<file path="config.mk">
export PLATFORM = sky130hd
export DESIGN_NAME = longlat_issue_ctrl
export DESIGN_NICKNAME = d
export VERILOG_FILES = /design/src/rtl/longlat_issue_ctrl.sv
export SDC_FILE = /design/constraint.sdc
export NUM_CORES = 1
export LEC_CHECK = 0
export ABC_AREA = 1
export BUFFER_PORTS_ARGS = -buffer_cell sky130_fd_sc_hd__buf_2
export CORE_MARGIN = 4
export CORE_UTILIZATION = 35
export DETAILED_ROUTE_END_ITERATION = 8
export GPL_TIMING_DRIVEN = 0
export PLACE_DENSITY = 0.62
export SYNTH_ARGS = -nofsm -noshare
export SYNTH_HDL_FRONTEND = slang
export SYNTH_SLANG_ARGS = --single-unit
</file>
<file path="constraint.sdc">
create_clock -name clk -period 4.3 [get_ports clk]
set_input_delay 1.075 -clock clk [delete_from_list [all_inputs] [get_ports clk]]
set_output_delay 1.075 -clock clk [all_outputs]
set_load 0.03 [all_outputs]
</file>
<file path="src/rtl/longlat_issue_ctrl.sv">
// ---------------------------------------------------------------------------
// longlat_issue_ctrl
//
// Issue/completion controller for the shared iterative long-latency unit
// (int DIV/REM, FP FDIV/FSQRT). It accepts one op from EXE and starts the
// unit. It tracks the pending destination register and its file (int or FP).
// While the op is outstanding it stalls the ID stage on RAW/WAW hazards.
// When the unit finishes, the controller injects the result into the WB port
// for exactly one cycle.
//
// Ports
//   clk, reset             core clock, synchronous active-high reset
//   issue_valid/rd/fp_dest EXE offers a long-latency op and its destination
//   issue_ready            controller accepts the op this cycle
//   flush                  pipeline flush; kills the in-flight op
//   unit_start             one-cycle start pulse to the iterative unit
//   unit_done              one-cycle completion pulse from the unit
//   rs1/rs2/rs3_id         ID-stage sources; rs1/rs2_fp_id select the file
//                          (rs3 always reads the FP file)
//   rd_id, reg_write_id,   ID-stage destination and its write enables
//   FP_reg_write_id
//   stall_id               freeze IF/ID and insert a bubble into EXE
//   hold_wb                freeze MEM/WB; the WB port is taken this cycle
//   ll_wb_valid/rd/fp      long-latency result write into the register file
//   busy                   controller is not idle
//   err_timeout            sticky; set when the unit overruns TIMEOUT cycles
// ---------------------------------------------------------------------------
module longlat_issue_ctrl #(
    parameter int TIMEOUT = 64,
    parameter int CNT_W   = 7
) (
    input  logic       clk,
    input  logic       reset,
    input  logic       issue_valid,
    input  logic [4:0] issue_rd,
    input  logic       issue_fp_dest,
    output logic       issue_ready,
    input  logic       flush,
    output logic       unit_start,
    input  logic       unit_done,
    input  logic [4:0] rs1_id,
    input  logic [4:0] rs2_id,
    input  logic [4:0] rs3_id,
    input  logic       rs1_fp_id,
    input  logic       rs2_fp_id,
    input  logic [4:0] rd_id,
    input  logic       reg_write_id,
    input  logic       FP_reg_write_id,
    output logic       stall_id,
    output logic       hold_wb,
    output logic       ll_wb_valid,
    output logic [4:0] ll_wb_rd,
    output logic       ll_wb_fp,
    output logic       busy,
    output logic       err_timeout
);

    typedef enum logic [1:0] {
        S_IDLE  = 2'd0,
        S_BUSY  = 2'd1,
        S_WB    = 2'd2,
        S_DRAIN = 2'd3
    } state_t;

    localparam logic [CNT_W-1:0] CNT_MAX = CNT_W'(TIMEOUT);

    state_t           state_q;
    logic [CNT_W-1:0] cnt_q;
    logic [4:0]       pend_rd_q;
    logic             pend_fp_q;
    logic             start_q;
    logic             wb_valid_q;
    logic [4:0]       wb_rd_q;
    logic             wb_fp_q;
    logic             busy_q;
    logic             err_q;

    logic             hz_window;
    logic             pend_is_x0;
    logic             raw_hit;
    logic             waw_hit;
    logic             struct_hit;

    assign issue_ready = (state_q == S_IDLE) & ~flush;

    always_ff @(posedge clk) begin
        if (reset) begin
            state_q    <= S_IDLE;
            cnt_q      <= '0;
            pend_rd_q  <= '0;
            pend_fp_q  <= 1'b0;
            start_q    <= 1'b0;
            wb_valid_q <= 1'b0;
            wb_rd_q    <= '0;
            wb_fp_q    <= 1'b0;
            busy_q     <= 1'b0;
            err_q      <= 1'b0;
        end else begin
            // Pulsed outputs default low; they are raised only on the
            // transition that owns them.
            start_q    <= 1'b0;
            wb_valid_q <= 1'b0;
            wb_rd_q    <= '0;
            wb_fp_q    <= 1'b0;

            // Sticky watchdog: independent of whatever transition BUSY takes.
            if (state_q == S_BUSY && cnt_q == CNT_MAX) begin
                err_q <= 1'b1;
            end

            case (state_q)
                S_IDLE: begin
                    // A late unit_done from an op aborted by reset lands
                    // here and is deliberately ignored.
                    if (issue_valid && issue_ready) begin
                        pend_rd_q <= issue_rd;
                        pend_fp_q <= issue_fp_dest;
                        start_q   <= 1'b1;
                        cnt_q     <= '0;
                        busy_q    <= 1'b1;
                        state_q   <= S_BUSY;
                    end
                end
                S_BUSY: begin
                    if (cnt_q != CNT_MAX) begin
                        cnt_q <= cnt_q + 1'b1;
                    end
                    if (unit_done && !flush) begin
                        wb_valid_q <= 1'b1;
                        wb_rd_q    <= pend_rd_q;
                        wb_fp_q    <= pend_fp_q;
                        state_q    <= S_WB;
                    end else if (unit_done && flush) begin
                        // Unit finished as the op was killed: drop the result.
                        busy_q  <= 1'b0;
                        state_q <= S_IDLE;
                    end else if (flush) begin
                        state_q <= S_DRAIN;
                    end
                end
                S_WB: begin
                    // Result is already committed; a flush here has no effect.
                    busy_q  <= 1'b0;
                    state_q <= S_IDLE;
                end
                S_DRAIN: begin
                    // Unit cannot be aborted, so wait out its completion.
                    if (unit_done) begin
                        busy_q  <= 1'b0;
                        state_q <= S_IDLE;
                    end
                end
                default: begin
                    busy_q  <= 1'b0;
                    state_q <= S_IDLE;
                end
            endcase
        end
    end

    // Hazards only matter while a result is still owed to the register file.
    // In DRAIN the op is dead, so nothing will be written.
    assign hz_window  = (state_q == S_BUSY) || (state_q == S_WB);
    assign pend_is_x0 = ~pend_fp_q & (pend_rd_q == 5'd0);

    assign raw_hit = ((rs1_id == pend_rd_q) & (rs1_fp_id == pend_fp_q))
                   | ((rs2_id == pend_rd_q) & (rs2_fp_id == pend_fp_q))
                   | ((rs3_id == pend_rd_q) & pend_fp_q);

    assign waw_hit = ((reg_write_id & ~pend_fp_q) | (FP_reg_write_id & pend_fp_q))
                   & (rd_id == pend_rd_q);

    assign struct_hit = issue_valid & ~issue_ready;

    assign stall_id = hz_window & (((raw_hit | waw_hit) & ~pend_is_x0) | struct_hit);

    assign unit_start  = start_q;
    assign ll_wb_valid = wb_valid_q;
    assign hold_wb     = wb_valid_q;
    assign ll_wb_rd    = wb_rd_q;
    assign ll_wb_fp    = wb_fp_q;
    assign busy        = busy_q;
    assign err_timeout = err_q;

endmodule
</file>
* Yosys cells after proc, flatten, opt, wreduce, memory -nomap -nowiden *
Index checks and enable logic that the tools add are counted.
W data, S select, Z words.

storage, ports and cells
  register bits = 25
  latch bits = 0
  bits in writable memories = 0
  memory bits (read-only) = 0
  output and inout port bits = 13
  word-level logic and storage cells = 83
  memories kept = 0

cells by class
  $add $sub $neg = 1
  multipliers = 0
  divide/modulo/power cells = 0
  $lt $le $gt $ge = 0
  eq/ne operators = 17
  shift-type cells = 0
  multiplexer cells = 16
  bitwise gates (word level) = 23
  reductions and logical operators = 16

operators with widths
  cell                   count
  $eq A5 B5 Y1           4
  $mux W7                2
  $pmux W7 S2            1
  $and A1 B1 Y1          11
  $mux W2                5
  $pmux W2 S4            1
  $add A7 B1 Y7 const B  1
  $eq A7 B7 Y1 const B   1
  $ne A7 B7 Y1 const B   1
  $not A1 Y1             7
  $mux W1                6
  $ne A2 B1 Y1 const B   3
  $reduce_and A3 Y1      2
  $logic_not A5 Y1       1
  $or A1 B1 Y1           5
  $eq A2 B2 Y1 const B   2
  $logic_and A1 B1 Y1    4
  $ne A2 B2 Y1 const B   2
  $ne A4 B2 Y1 const B   1
  $pmux W1 S4            1
  $reduce_and A4 Y1      1
  $reduce_or A2 Y1       2
  $reduce_or A3 Y1       1
  $eq A1 B1 Y1           2
  other kinds (6)        6

* Longest topological paths before layout *
  depth in word-level cells = 8
  depth in mapped cells = 10
  depth with buffers taken out = 10

* Worst setup path before layout *
Ideal clock, no wire load.

  kind = input port to output port
  start = input rs3_id[3]
  end = output stall_id
  arrival = 1.957 ns
  data required time = 3.225 ns
  slack = 1.268 ns
  cell stages on the path = 8
  path buffers = 0
  path through = inv_1 > nand2_1 > nand2_1 > nor2_1 > nand3_1 > nand2_1 > o21ai_0 > a21oi_1

on the way
  longest elaborated chain between the ends = 7

ends and longest elaborated chain
  element             line  source
  start: declaration  43    input logic [4:0] rs3_id,
  $eq A5 B5 Y1        168   | ((rs3_id == pend_rd_q) & pend_fp_q);
  $and A1 B1 Y1       168
  $or A1 B1 Y1        168
  $or A1 B1 Y1        175   assign stall_id = hz_window & (((raw_hit | waw_hit) & ~pend_is_x0) | struct_hit);
  $and A1 B1 Y1       175
  $or A1 B1 Y1        175
  $and A1 B1 Y1       175
  end: declaration    49    output logic stall_id,

Every way passes these cells.

* Worst setup path after layout *
Ends and elaborated chain as after synthesis.

==> key figures <==
Synth
  • Post-synthesis cell area: 1470 um^2
  • Seq/Total Area, Yosys: 34.0%
  • Most frequent cells after synthesis: nand2_1, inv_1, nor2_1
  • Syn Nets: 281
  • Synth cell types: 22
  • Cell taking the most area after synthesis: dfxtp_1
  • Main synth FF type: dfxtp_1
  • Most frequent cell after synthesis: nand2_1
  • Asr flop ratio synth: 0%
  • Synth top area cells: dfxtp_1, nand2_1, inv_1
  • FF+latch count, synth: 25
  • Cells after Synth: 240
  • Total number of yosys warnings: 0
  • Synth top area share: 34.0%
  • Post-synth EDFFs: 0
  • Post-Syn Area per Cell: 6.13 um^2

Timing
  • Final setup vio count: 0
  • Min Hold Slack: 0.451 ns
  • Max-slew violation count: 0
  • Worst slew pin tran: 0.366 ns
  • Final Critical Period: 3.10 ns
  • Final Skew: 0.00311 ns
  • Setup ws final: 1.20 ns
  • Fin crit share: 72.1%
  • Slew margin rel.: 75.6%
  • Max frequency: 0.323 GHz
  • Fin Setup TNS: 0 ns
  • RSZ-0062 raised after global routing: false
  • Final hold vios: 0

Route
  • Residual DRC count: 0
  • Iter 0 DRT Violations: 55
  • Metal-1 WL: 1610 um
  • DR vias/cell: 4.38
  • Vias: 1492
  • Routed WL per cell: 9.94 um
  • Pre-Repair DR Iteration Count: 4
  • WL final: 3390 um
  • Wire length on met3: 274 um
  • Top Layer Used: met4
  • Routed Antenna Nets: 0
  • Metal2 WL: 1460 um

Worst setup path
  • Crit path launch type: input pin
  • Critical Path AT: 2.03 ns
  • Critical setup path kind: input pin to output port
  • Setup crit end kind: output port
  • Data required, critical path: 3.22 ns
  • Crit Path Max Fanout: 2

Placement
  • Routability Congestion: 0.838
  • Post-placement cell area: 1770 um^2
  • Pre-CTS WS: 1.18 ns
  • Placed Instances: 337
  • Hpwl dp: 2760 um
  • PortBufs: 47

Global route
  • Initial antenna violation count: 0
  • First-pass GRT wire length: 5450 um
  • Largest net degree at the start of global routing: 15
  • Gr ovfl total: 0
  • Tot GR Track Use: 12.9%
  • Number of global-route vias before repair: 1294

Floorplan
  • Die Height: 72.8 um
  • # IOs: 48
  • Core area: 4030 um^2
  • DIE WIDTH: 72.8 um
  • Initial Util: 36.5%
  • Die area: 5300 um^2
  • # rows: 23

Power and ir drop
  • Clock power share: 19.1%
  • Power per Cell Area: 394 nW/um^2
  • Comb power frac: 40.0%
  • Net Sw Frac: 39.9%
  • Max VDD drop: 0.000262 V
  • Pleak: 0.999 nW
  • Part of the power in registers: 40.9%
  • Tot Pwr: 0.714 mW
  • Int Pwr: 0.429 mW
  • P_sw: 0.285 mW

CTS
  • # Post-CTS Setup Buffers: 0
  • Clk slew on worst S/H paths: 0.08 ns
  • Hold Buf Count CTS: 0
  • H-tree depth: 1
  • Post-cts sizing count: 0
  • Max Root-Sink Buffers: 2
  • TritonCTS sink count: 25
  • Clk_lat worst skew: 0.27 ns
  • Clk root buf: clkbuf_8
  • Num CTS Buffers: 3
  • CTS tree: built

Status
  • Status: finished, final reports clean

Cells and area
  • Post-route insts no fill: 341
  • P&R area growth vs syn: 23.4%
  • Final nets: 333
  • Fraction of layout cells with a size suffix above 1: 19.6%
  • Design area: 1810 um^2
  • Layout Utilization: 45.0%
  • Inserted Diodes: 0

Min path
  • Min-Delay Path Class: flop to flop

Run
  • Max capacitance violation total: 0
-- critical path, cell delays in order --
cell and delay [ns]:
buf_2 0.10, inv_1 0.04, nand2_1 0.05, nand2_1 0.04
nor2_1 0.12, nand3_1 0.08, nand2_1 0.06, o21ai_0 0.11
a21oi_1 0.13, buf_2 0.21
-- cells in the final DEF, fill, tap and decap left out --
master and count:
a211oi_1 2, a21oi_1 18, buf_2 47, buf_4 1
clkbuf_1 1, clkbuf_8 3, clkinv_2 1, dfxtp_1 25
ha_1 6, inv_1 46, nand2_1 75, nand2_2 1
nand3_1 9, nand3_2 1, nor2_1 30, nor3_1 1
nor3_2 1, nor4_1 1, o21a_1 1, o21a_2 1
o21ai_0 14, o21ai_1 2, o21ai_2 1, or2_1 1
xor2_1 2
-- sequential cells by signal (all words and copies together), names as in the netlist --
register	cells
busy	1
state_q	2
cnt_q	7
ll_wb_fp	1
pend_fp_q	1
hold_wb	1
err_timeout	1
pend_rd_q	5
ll_wb_rd	5
unit_start	1
-- power groups by stage --
stage | clock, mW | combinational (mW) | sequential, mW
2_1_floorplan | 0 | 0.198 | 0.305
3_3_place_gp | 0 | 0.282 | 0.297
3_5_place_dp | 0 | 0.285 | 0.297
4_1_cts | 0.142 | 0.287 | 0.292
5_1_grt | 0.148 | 0.331 | 0.296
6_report | 0.136 | 0.286 | 0.292
-- logic make-up after synthesis --
group                      after synthesis  share of synthesized area (%)
buffers and inverters                   48                           12.5
xor gates and xnor gates                 2                           1.19
adders and majority gates                6                           5.11
and+or+nand+nor                        120                           32.9
DFF                                     25                           34.0
AOI/OAI and AO/OA                       39                           14.3
-- layer usage --
metal / vias up / GRT usage (%)
li1: 832 / -
met1: 617 / 17.0
met2: 38 / 21.0
met3: 5 / 2.07
met4: 0 / 4.92
met5: - / 0
-- cell type report --
cell class / instances / area, um^2
buffer: 2 / 11.3
tap: 50 / 62.6
fill: 452 / 2210
inverter: 46 / 173
timing repair buffer: 47 / 235
sequential: 25 / 500
clock inverter: 1 / 5.00
clock buffer: 3 / 41.3
multi-input combinational: 167 / 786
-- final timing paths --
check | startpoint | end | slack, ns | depth (start not counted)
max | rs3_id[3] | stall_id | 1.20 | 10
min | err_timeout$_SDFFE_PP0P_ | err_timeout$_SDFFE_PP0P_ | 0.45 | 2
max reg2reg | state_q[0]$_SDFFE_PP0P_ | cnt_q[5]$_SDFFE_PP0P_ | 2.63 | 10
min reg2reg | err_timeout$_SDFFE_PP0P_ | err_timeout$_SDFFE_PP0P_ | 0.45 | 2
Note: power is estimated with default switching activity, not from simulation.
